<file path="config.mk">
export PLATFORM = sky130hd
export DESIGN_NAME = alu_op_sequencer
export DESIGN_NICKNAME = d
export VERILOG_FILES = /design/src/rtl/alu_seq_pkg.sv /design/src/rtl/alu_seq_fifo.sv /design/src/rtl/alu_op_sequencer.sv
export SDC_FILE = /design/constraint.sdc
export NUM_CORES = 1
export LEC_CHECK = 0
export CAP_MARGIN = 20
export CORE_MARGIN = 2
export CORE_UTILIZATION = 48
export CTS_CLUSTER_SIZE = 10
export DETAILED_ROUTE_END_ITERATION = 16
export PLACE_DENSITY_LB_ADDON = 0.2
export SYNTH_ARGS = -nofsm -noshare
export SYNTH_HDL_FRONTEND = slang
export SYNTH_HIERARCHICAL = 1
export SYNTH_SLANG_ARGS = --single-unit
export TNS_END_PERCENT = 1
</file>
<file path="constraint.sdc">
create_clock -name clk -period 2 [get_ports clk]
set_clock_uncertainty 0.2 [all_clocks]
set_input_delay 0.6 -clock clk [delete_from_list [all_inputs] [get_ports clk]]
set_output_delay 0.6 -clock clk [all_outputs]
set_load 0.01 [all_outputs]
</file>
<file path="src/rtl/alu_seq_pkg.sv">
// Shared types for the ALU command sequencer: op encodings, FSM states, command entry.
// SEQ_WIDTH is the ALU operand width the stored command entry is built for.
package alu_seq_pkg;

   localparam int SEQ_WIDTH = 2;

   typedef enum logic [1:0] {
      OP_AND = 2'b00,
      OP_OR  = 2'b01,
      OP_ADD = 2'b10,
      OP_SUB = 2'b11
   } op_e;

   typedef enum logic [1:0] {
      IDLE = 2'b00,
      EXEC = 2'b01,
      RESP = 2'b10
   } state_e;

   typedef struct packed {
      op_e                  op;
      logic [SEQ_WIDTH-1:0] a;
      logic [SEQ_WIDTH-1:0] b;
      logic                 chain;
   } cmd_t;

   // Only the arithmetic ops report a carry/borrow; logic ops return 0.
   function automatic logic op_has_carry(input op_e op);
      return (op == OP_ADD) || (op == OP_SUB);
   endfunction

endpackage

</file>
<file path="src/rtl/alu_seq_fifo.sv">
// DEPTH x cmd_t synchronous FIFO, head visible combinationally, one-cycle push/pop.
// Push ignored when full, pop ignored when empty; count unchanged on simultaneous push+pop.
module alu_seq_fifo
   import alu_seq_pkg::*;
#(
   parameter int DEPTH = 4
) (
   input  logic                     clk,
   input  logic                     rst,
   input  logic                     push,
   input  cmd_t                     push_dat,
   input  logic                     pop,
   output cmd_t                     head_dat,
   output logic                     full,
   output logic                     empty,
   output logic [$clog2(DEPTH):0]   count
);

   localparam int AW = $clog2(DEPTH);

   cmd_t          mem [DEPTH];
   logic [AW-1:0] wr_ptr;
   logic [AW-1:0] rd_ptr;
   logic          do_push;
   logic          do_pop;

   assign full     = (count == (AW+1)'(DEPTH));
   assign empty    = (count == '0);
   assign do_push  = push && !full;
   assign do_pop   = pop && !empty;
   assign head_dat = mem[rd_ptr];

   always_ff @(posedge clk) begin
      if (do_push) begin
         mem[wr_ptr] <= push_dat;
      end
   end

   // DEPTH is a power of two, so the pointers wrap by natural overflow.
   always_ff @(posedge clk) begin
      if (rst) begin
         wr_ptr <= '0;
         rd_ptr <= '0;
         count  <= '0;
      end else begin
         if (do_push) wr_ptr <= wr_ptr + 1'b1;
         if (do_pop)  rd_ptr <= rd_ptr + 1'b1;
         case ({do_push, do_pop})
            2'b10:   count <= count + 1'b1;
            2'b01:   count <= count - 1'b1;
            default: count <= count;
         endcase
      end
   end

endmodule

</file>
<file path="src/rtl/alu_op_sequencer.sv">
// Issues queued {op,a,b} commands to an external 2-bit ALU; result valid 3 cycles after accept, 1 per 2 cycles.
// Stalls in RESP while res_ready is low; cmd_ready = !full. Option ALU_SEQ_CHAIN_EN feeds the previous res_y as operand a.
module alu_op_sequencer
   import alu_seq_pkg::*;
#(
   parameter int WIDTH = SEQ_WIDTH,
   parameter int DEPTH = 4
) (
   input  logic                     clk,
   input  logic                     rst,
   input  logic                     cmd_valid,
   output logic                     cmd_ready,
   input  logic [1:0]               cmd_op,
   input  logic [WIDTH-1:0]         cmd_a,
   input  logic [WIDTH-1:0]         cmd_b,
   input  logic                     cmd_chain,
   output logic [WIDTH-1:0]         alu_a,
   output logic [WIDTH-1:0]         alu_b,
   output logic [1:0]               alu_s,
   input  logic [WIDTH-1:0]         alu_y,
   input  logic                     alu_c,
   output logic                     res_valid,
   input  logic                     res_ready,
   output logic [WIDTH-1:0]         res_y,
   output logic                     res_c,
   output logic [1:0]               res_op,
   output logic                     busy,
   output logic [$clog2(DEPTH):0]   count
);

   state_e           state;
   state_e           state_nxt;
   cmd_t             push_dat;
   cmd_t             head;
   logic             full;
   logic             empty;
   logic             load;
   logic             capture;
   logic [WIDTH-1:0] load_a;

   always_comb begin
      push_dat    = '0;
      push_dat.op = op_e'(cmd_op);
      push_dat.a  = cmd_a;
      push_dat.b  = cmd_b;
`ifdef ALU_SEQ_CHAIN_EN
      push_dat.chain = cmd_chain;
`else
      push_dat.chain = 1'b0;
`endif
   end

   alu_seq_fifo #(.DEPTH(DEPTH)) u_fifo (
      .clk      (clk),
      .rst      (rst),
      .push     (cmd_valid),
      .push_dat (push_dat),
      .pop      (capture),
      .head_dat (head),
      .full     (full),
      .empty    (empty),
      .count    (count)
   );

`ifdef ALU_SEQ_CHAIN_EN
   // res_y still holds the previous result whenever an entry is loaded.
   assign load_a = head.chain ? res_y : head.a;
`else
   logic chain_unused;
   assign chain_unused = cmd_chain ^ head.chain;
   assign load_a       = head.a;
`endif

   assign cmd_ready = !full;
   assign res_valid = (state == RESP);
   assign busy      = !empty || (state != IDLE);

   always_ff @(posedge clk) begin
      if (rst) state <= IDLE;
      else     state <= state_nxt;
   end

   always_comb begin
      state_nxt = state;
      load      = 1'b0;
      capture   = 1'b0;
      case (state)
         IDLE: begin
            if (!empty) begin
               load      = 1'b1;
               state_nxt = EXEC;
            end
         end
         EXEC: begin
            capture   = 1'b1;
            state_nxt = RESP;
         end
         RESP: begin
            if (res_ready) begin
               if (!empty) begin
                  load      = 1'b1;
                  state_nxt = EXEC;
               end else begin
                  state_nxt = IDLE;
               end
            end
         end
         default: state_nxt = IDLE;
      endcase
   end

   always_ff @(posedge clk) begin
      if (rst) begin
         alu_a  <= '0;
         alu_b  <= '0;
         alu_s  <= '0;
         res_y  <= '0;
         res_c  <= 1'b0;
         res_op <= '0;
      end else begin
         if (load) begin
            alu_a <= load_a;
            alu_b <= head.b;
            alu_s <= head.op;
         end
         if (capture) begin
            res_y  <= alu_y;
            res_c  <= op_has_carry(op_e'(alu_s)) ? alu_c : 1'b0;
            res_op <= alu_s;
         end
      end
   end

endmodule
</file>
### After elaboration in Yosys (flattened, before gate mapping)

Memories as Yosys holds them, arrays and structs flattened. A register that Yosys moved wholly into a read port is not among the register bits.
Index checks and enable logic that the tools add are counted.

* equal/unequal tests: 9
* multiplexer cells: 12
* divide/modulo/power cells: 0
* bitwise operators: 0
* add/sub/neg operators: 4
* shift operators: 0
* reductions and logical operators: 11
* multiply operators: 0
* order comparisons: 0

Operator list (count)
* $eq A2 B2 Y1 const B: 4
* $mux W1: 7
* $pmux W2 S3: 1
* $pmux W3 S2: 1
* $add A2 B1 Y2 const B: 2
* $eq A2 B1 Y1 const B: 2
* $mux W2: 2
* $reduce_bool A2 Y1: 2
* $add A3 B1 Y3 const B: 1
* $eq A3 B3 Y1 const B: 1
* $logic_not A3 Y1: 1
* $sub A3 B1 Y3 const B: 1
* $logic_and A1 B1 Y1: 2
* $logic_not A1 Y1: 2
* $logic_not A2 Y1: 1
* $logic_or A1 B1 Y1: 2
* $ne A2 B1 Y1 const B: 1
* $ne A2 B2 Y1 const B: 1
* $pmux W1 S2: 1
* $reduce_and A2 Y1: 1

* memories kept: 1
* bits in writable memories: 24
* input bits: 14
* word-level logic and storage cells: 44
* output and inout bits: 17
* ROM bits: 0
* bits in latches: 0
* bits in registers: 14

Memory list
* u_fifo.mem: depth 4, width 6, read ports 1, clocked after memory_dff 1, write ports 1, line alu_seq_fifo.sv:21 `cmd_t mem [DEPTH];`

### Logic depth before layout (Yosys ltp)

Gate-level depths: netlist of the first run.

* word-level depth: 5
* gate-level depth with buffers: 10
* mapped depth without buffers: 10

### Cells and area by module

Netlist of the first run, hierarchy kept.

Modules (own cells, without submodules)
* alu_seq_fifo: instances 1, seq. area each 1021.0 µm², area each 1487.7 µm², cells an instance 91
* alu_op_sequencer: instances 1, seq. area each 260.2 µm², area each 574.3 µm², cells an instance 60

### Worst setup path before layout of the first run

No wires, ideal clock.

* path kind: register -> register
* from: register u_fifo.count[2]
* to: register u_fifo.count[2]
* period minus slack after synthesis: 2258 ps
* arrival time: 1988 ps
* path slack: -258 ps
* stages on the path, launching flop included: 10
* cells stage by stage: dfxtp_1 -> nor3b_2 -> nor2_1 -> inv_1 -> ha_1 -> inv_1 -> fa_1 -> xor2_1 -> or3_1 -> a21oi_1

* longest elaborated chain between the ends: 5

Ends and longest elaborated chain
* from (decl): line alu_seq_fifo.sv:16 `output logic [$clog2(DEPTH):0] count`
* from (signal assigned): line alu_seq_fifo.sv:49 `2'b10: count <= count + 1'b1;`
* from (signal assigned): line alu_seq_fifo.sv:50 `2'b01: count <= count - 1'b1;`
* from (signal assigned): line alu_seq_fifo.sv:51 `default: count <= count;`
* $eq A3 B3 Y1 *: line alu_seq_fifo.sv:27 `assign full = (count == (AW+1)'(DEPTH));`
* named net full: line alu_op_sequencer.sv:35 `logic full;`
* $logic_not A1 Y1 *: line alu_seq_fifo.sv:29 `assign do_push = push && !full;`
* $logic_and A1 B1 Y1 *: line alu_seq_fifo.sv:29
* $eq A2 B1 Y1 or $eq A2 B2 Y1 (tied branches): line alu_seq_fifo.sv:48 `case ({do_push, do_pop})`
* $pmux W3 S2 or $reduce_bool A2 Y1 (tied branches)

Mark *: on every way through the listed nets, which the timed path passes. The rest lies on a longest branch.
A chain may end at the register's enable or synchronous reset.

### Worst setup path in the final report of the first run

* from: register u_fifo.count[1]
* to: register u_fifo.count[2]

The elaborated chain is that of the path after synthesis.

==> impl_metrics.env, run 1 <==
export IMPL_rsz0062_at_grt="true"
export IMPL_nets=222
export IMPL_tritoncts="yes"
export IMPL_wl_met3_microns=169
export IMPL_top_layer="met4"
export IMPL_viasPerCell=4.85
export IMPL_synth_area_sq_um=1920
export IMPL_worstPathRequired_ps=2030
export IMPL_slew_viol_final=0
export IMPL_p_per_area_nw_per_um2=992
export IMPL_path_clk_slew_ps=80
export IMPL_synth_avg_cell_area_sq_um=13.2
export IMPL_fmax_mhz=440
export IMPL_stdcell_count=251
export IMPL_syn_nets=165
export IMPL_multi_input_area_sq_um=738
export IMPL_tightestPinTransition_ps=407
export IMPL_routed_via_count=1217
export IMPL_maxCapViolCount=0
export IMPL_cp_data_arrival_time_ps=2300
export IMPL_min_period_over_period_pct=114
export IMPL_worstSkewPairLatency_ps=290
export IMPL_die_w_microns=67.2
export IMPL_setup_violations_final=3
export IMPL_dp_cells=240
export IMPL_core_area_sq_um=3740
export IMPL_cts_htree_levels=2
export IMPL_port_buffers=29
export IMPL_status="finished, violations left"
export IMPL_dp_hpwl_microns=2550
export IMPL_gp_congestion=0.745
export IMPL_first_pass_iters=4
export IMPL_wl_met1_microns=1450
export IMPL_fin_ws_ps=-270
export IMPL_met2_length_microns=1770
export IMPL_drt_iter0_drc=55
export IMPL_drive_gt1_share_pct=34.5
export IMPL_startpoint_type="flop"
export IMPL_p_total_mw=2.61
export IMPL_dpl_cell_area_sq_um=2460
export IMPL_antenna_found_initial=0
export IMPL_io_pin_count=31
export IMPL_grt_pass1_vias=1208
export IMPL_hold_path_class="reg -> reg"
export IMPL_overflow=0
export IMPL_whs_ps=254
export IMPL_grt_usage_pct=17.0
export IMPL_wl_per_cell_microns=13.6
export IMPL_start_util_pct=51.2
export IMPL_clockRootBuffer="clkbuf_8"
export IMPL_final_hold_viol_count=0
export IMPL_postRouteWirelength_microns=3420
export IMPL_fill_cells=290
export IMPL_clockBufferDepth=2
export IMPL_yosys_warnings=6
export IMPL_final_cell_area_sq_um=2630
export IMPL_diodes=0
export IMPL_syn_to_final_growth_pct=37.4
export IMPL_die_h_microns=67.2
export IMPL_cts_sinks=46
export IMPL_num_rows=22
export IMPL_area_sequential_sq_um=1170
export IMPL_grt_pass1_wl_microns=5460
export IMPL_crit_path_end_kind="flop"
export IMPL_netlist_instances=145
export IMPL_drc_errors=0
export IMPL_ir_drop_v=0.000601
export IMPL_violations="negative setup slack"
export IMPL_slew_headroom_pct=72.9
export IMPL_leakage_nw=1.14
export IMPL_cp_max_fo=2
export IMPL_cts_buffers=5
export IMPL_worst_setup_path_type="reg -> reg"
export IMPL_final_antenna_net_count=0
export IMPL_die_area_sq_um=4510
export IMPL_fin_crit_ps=2270
export IMPL_grt_max_degree=29
==> through the flow <==
| stage | setup WS, ps | util [%] | setup TNS, ps |
|---|---|---|---|
| floorplan | -117 | - | -117 |
| global placement | -584 | 65.8 | -4620 |
| detailed placement | -659 | 65.8 | -5280 |
| CTS | -287 | 68.8 | -610 |
| global route | -347 | 70.3 | -667 |
| finish | -270 | 70.3 | -402 |
==> worst paths after layout <==
path,slack (ps),cells past startpoint,to,from
max,-270,10,u_fifo/count[2],u_fifo/count[1]
min,250,2,res_op[0],res_op[0]
max reg2reg,-270,10,u_fifo/count[2],u_fifo/count[1]
min reg2reg,250,2,res_op[0],res_op[0]
==> layout by cell type (no fill, tap or decap), types with 4 or more instances in the layout <==
master / instances
edfxtp_1: 24
buf_4: 22
dfxtp_1: 18
nand2_1: 12
clkdlybuf4s50_1: 11
a21oi_1: 9
dlymetal6s2s_1: 9
or2b_2: 7
mux2i_1: 7
nor2_1: 6
nand2b_1: 6
dlygate4sd2_1: 6
mux4_2: 6
inv_2: 5
clkbuf_8: 5
inv_1: 4
and2_1: 4
ha_1: 4
==> cell type report <==
type	count	area share, %
inverter	11	1.76
sequential	46	44.4
timing repair buffer	55	20.3
clock buffer	5	2.62
tap	48	2.28
clock inverter	3	0.618
multi-input combinational	83	28.1
==> worst max-delay path: stages (launching register included) <==
cell     delay [ps]
dfxtp_2         340
nor3b_4         280
buf_12          140
nor2_4           30
inv_2            50
ha_4            120
inv_2            40
fa_2            320
xor2_1          170
or3_1           370
a21oi_2         130
==> sequential cells by signal, indices dropped and copies added, names as in the netlist, named ones only <==
register,cells
u_fifo/wr_ptr,2
u_fifo/count,3
u_fifo/mem,24
res_y,2
alu_s,2
state,2
alu_b,2
alu_a,2
res_c,1
res_op,2
u_fifo/rd_ptr,2
==> layer usage <==
metal	global-route usage, %	vias to the layer above
li1	-	612
met1	20.0	575
met2	29.5	25
met3	5.50	5
met4	5.36	0
met5	0	-
==> repair_timing <==
item / CTS / global route
buffers inserted: 2 / 1
endpoints found under the hold margin: 0 / 0
pin swaps: 1 / 6
resized for setup: 17 / 20
hold buffers: 0 / 0
setup endpoints to repair: 10 / 14
cloned: 0 / 0
==> power breakdown <==
group / internal (mW) / switching, mW
clock network: 0.240 / 0.295
registers: 1.12 / 0.0803
logic: 0.493 / 0.386
total: 1.85 / 0.762
Note: power is estimated with default switching activity, not from simulation.
==> run 2: changes to the inputs <==
--- a/config.mk
+++ b/config.mk
@@ -10,7 +10,7 @@
 export CORE_UTILIZATION = 48
 export CTS_CLUSTER_SIZE = 10
 export DETAILED_ROUTE_END_ITERATION = 16
-export PLACE_DENSITY_LB_ADDON = 0.2
+export PLACE_DENSITY = 0.77
 export SYNTH_ARGS = -nofsm -noshare
 export SYNTH_HDL_FRONTEND = slang
 export SYNTH_HIERARCHICAL = 1
==> run 2 against run 1 <==
- highest routed layer unchanged
- the flow still finishes with violations (negative setup slack)
- combinational power about the same
- cell count decreased by 3.2%
- utilization decreased by 1.9 points
- largest cell class unchanged
==> impl_metrics.env, run 2 (same netlist as run 1, synthesis figures left out) <==
export IMPL_status="finished, violations left"
export IMPL_violations="negative setup slack"
export IMPL_worstSkewPairLatency_ps=280
export IMPL_drt_iter0_drc=59
export IMPL_area_sequential_sq_um=1170
export IMPL_num_rows=22
export IMPL_p_per_area_nw_per_um2=1030
export IMPL_drive_gt1_share_pct=32.3
export IMPL_clockBufferDepth=2
export IMPL_final_hold_viol_count=0
export IMPL_die_area_sq_um=4510
export IMPL_cp_data_arrival_time_ps=2190
export IMPL_regToRegSetupSlack_ps=-160
export IMPL_setup_violations_final=2
export IMPL_ir_drop_v=0.000526
export IMPL_cts_sinks=46
export IMPL_reg_top3="u_fifo/mem: 24 flops, u_fifo/count: 3 flops"
export IMPL_final_cell_area_sq_um=2560
export IMPL_swShare_pct=28.8
export IMPL_multi_input_area_sq_um=736
export IMPL_top_register="u_fifo/mem"
export IMPL_grt_usage_pct=17.3
export IMPL_cp_max_fo=2
export IMPL_start_util_pct=51.2
export IMPL_worst_path_max_delay_cell="fa_2"
export IMPL_final_antenna_net_count=0
export IMPL_hp_start="res_c"
export IMPL_r2r_end="u_fifo/count[2]"
export IMPL_p_seq_share_pct=45.3
export IMPL_worstPathRequired_ps=2020
export IMPL_holdBufCountCts=0
export IMPL_grt_pass1_vias=1205
export IMPL_hold_end="res_c"
export IMPL_hold_path_class="reg -> reg"
export IMPL_routed_via_count=1243
export IMPL_cp_common_cell="inv_2"
export IMPL_crit_path_end_kind="flop"
export IMPL_grt_max_degree=29
export IMPL_final_common_cell="edfxtp_1"
export IMPL_port_buffers=29
export IMPL_fmax_mhz=462
export IMPL_overflow=0
export IMPL_path_clk_slew_ps=80
export IMPL_cts_buffers=5
export IMPL_min_period_over_period_pct=108
export IMPL_slew_headroom_pct=72.6
export IMPL_fill_cells=285
export IMPL_rsz0062_at_grt="true"
export IMPL_die_w_microns=67.2
export IMPL_gp_congestion=0.734
export IMPL_fin_ws_ps=-166
export IMPL_startpoint_type="input port"
export IMPL_cts_htree_levels=2
export IMPL_tritoncts="yes"
export IMPL_fin_crit_ps=2170
export IMPL_grt_pass1_wl_microns=5660
export IMPL_final_cell_mix="edfxtp_1 (24), dfxtp_1 (18), clkdlybuf4s50_1 (15), buf_4 (14), nand2_1 (12)"
export IMPL_viasPerCell=5.12
export IMPL_maxCapViolCount=0
export IMPL_drc_errors=0
export IMPL_p_int_mw=1.88
export IMPL_power_frac_clock_pct=21.6
export IMPL_diodes=0
export IMPL_largest_reg_flops=24
export IMPL_worst_setup_path_type="in -> reg"
export IMPL_nets=214
export IMPL_worstPathCellList="dlygate4sd2_1 -> inv_4 -> nor2_4 -> inv_2 -> ha_4 -> inv_2 -> fa_2 -> xor2_1 -> or3_1 -> a21oi_2"
export IMPL_p_total_mw=2.65
export IMPL_dp_slack_ps=-679
export IMPL_pwr_share_comb_pct=33.1
export IMPL_antenna_found_initial=0
export IMPL_first_pass_iters=4
export IMPL_clockRootBuffer="clkbuf_8"
export IMPL_leakage_nw=1.04
export IMPL_slowest_delay_ps=350
export IMPL_tightestPinTransition_ps=410
export IMPL_dpl_cell_area_sq_um=2410
export IMPL_worstReg2RegStart="u_fifo/count[0]"
export IMPL_slew_viol_final=0
export IMPL_dp_hpwl_microns=2440
export IMPL_p_sw_mw=0.762
export IMPL_ff2ff_path_depth=9
export IMPL_core_area_sq_um=3740
export IMPL_wl_per_cell_microns=14.1
export IMPL_io_pin_count=31
export IMPL_whs_path_depth=2
export IMPL_die_h_microns=67.2
export IMPL_postRouteWirelength_microns=3420
export IMPL_syn_to_final_growth_pct=33.6
==> run 2: cell count changes in the layout (fill, tap and decap cells not counted), moves of 2 or more <==
| cell | before | now |
|---|---|---|
| buf_4 | 22 | 14 |
| clkdlybuf4s50_1 | 11 | 15 |
| dlymetal6s2s_1 | 9 | 5 |
| clkinv_1 | 2 | 0 |
==> run 2: worst max-delay path by stage <==
stage,startpoint,cells after the start,endpoint
floorplan,cmd_valid,9,u_fifo/count[2]
global placement,cmd_valid,10,u_fifo/count[2]
detailed placement,cmd_valid,10,u_fifo/count[2]
CTS,u_fifo/count[0],9,u_fifo/count[2]
global route,u_fifo/count[2],9,u_fifo/count[2]
finish,cmd_valid,10,u_fifo/count[2]
==> run 2: through the flow <==
step	setup TNS (ps)	hold WS (ps)	std cells	util, %
CTS	-402	257	242	67.5
detailed placement	-7070	245	233	64.4
finish	-251	255	243	68.3
global route	-430	287	243	68.3
global placement	-6270	238	233	64.4
floorplan	-117	259	145	-
==> run 2: area by class of cell <==
type                       count  area share, %
sequential                    46           45.7
multi-input combinational     83           28.8
timing repair buffer          47           17.8
clock buffer                   6           3.23
tap                           48           2.35
inverter                      11           1.81
clock inverter                 2          0.440
==> run 2: power groups by stage <==
| stage | Sequential (mW) | Clock [mW] | Combinational [mW] |
|---|---|---|---|
| floorplan | 1.25 | 0 | 0.396 |
| global placement | 1.21 | 0 | 0.845 |
| detailed placement | 1.22 | 0 | 0.870 |
| CTS | 1.20 | 0.585 | 0.870 |
| global route | 1.22 | 0.636 | 0.946 |
| finish | 1.20 | 0.571 | 0.876 |
==> run 2: layer usage <==
metal / routed length (microns) / track usage (%) / up-vias
li1: - / - / 597
met1: 1390 / 20.4 / 602
met2: 1800 / 30.7 / 40
met3: 180 / 4.17 / 4
met4: 44 / 6.12 / 0
met5: 0 / 0 / -
==> run 2: worst max-delay path: cells and delay by family <==
kind                       cells  cell delay [ps]
xor gates and xnor gates       1              160
and+or+nand+nor                2              380
buffers and inverters          4              420
adders and majority gates      2              480
AOI/OAI and AO/OA              1              140
==> run 2: timing repair <==
| action | in CTS | in global routing |
|---|---|---|
| gates cloned | 0 | 0 |
| gates resized for setup | 18 | 14 |
| pin swaps | 3 | 1 |
| setup endpoints to repair | 10 | 10 |
| endpoints found under the hold margin | 0 | 0 |
| setup buffers | 1 | 1 |
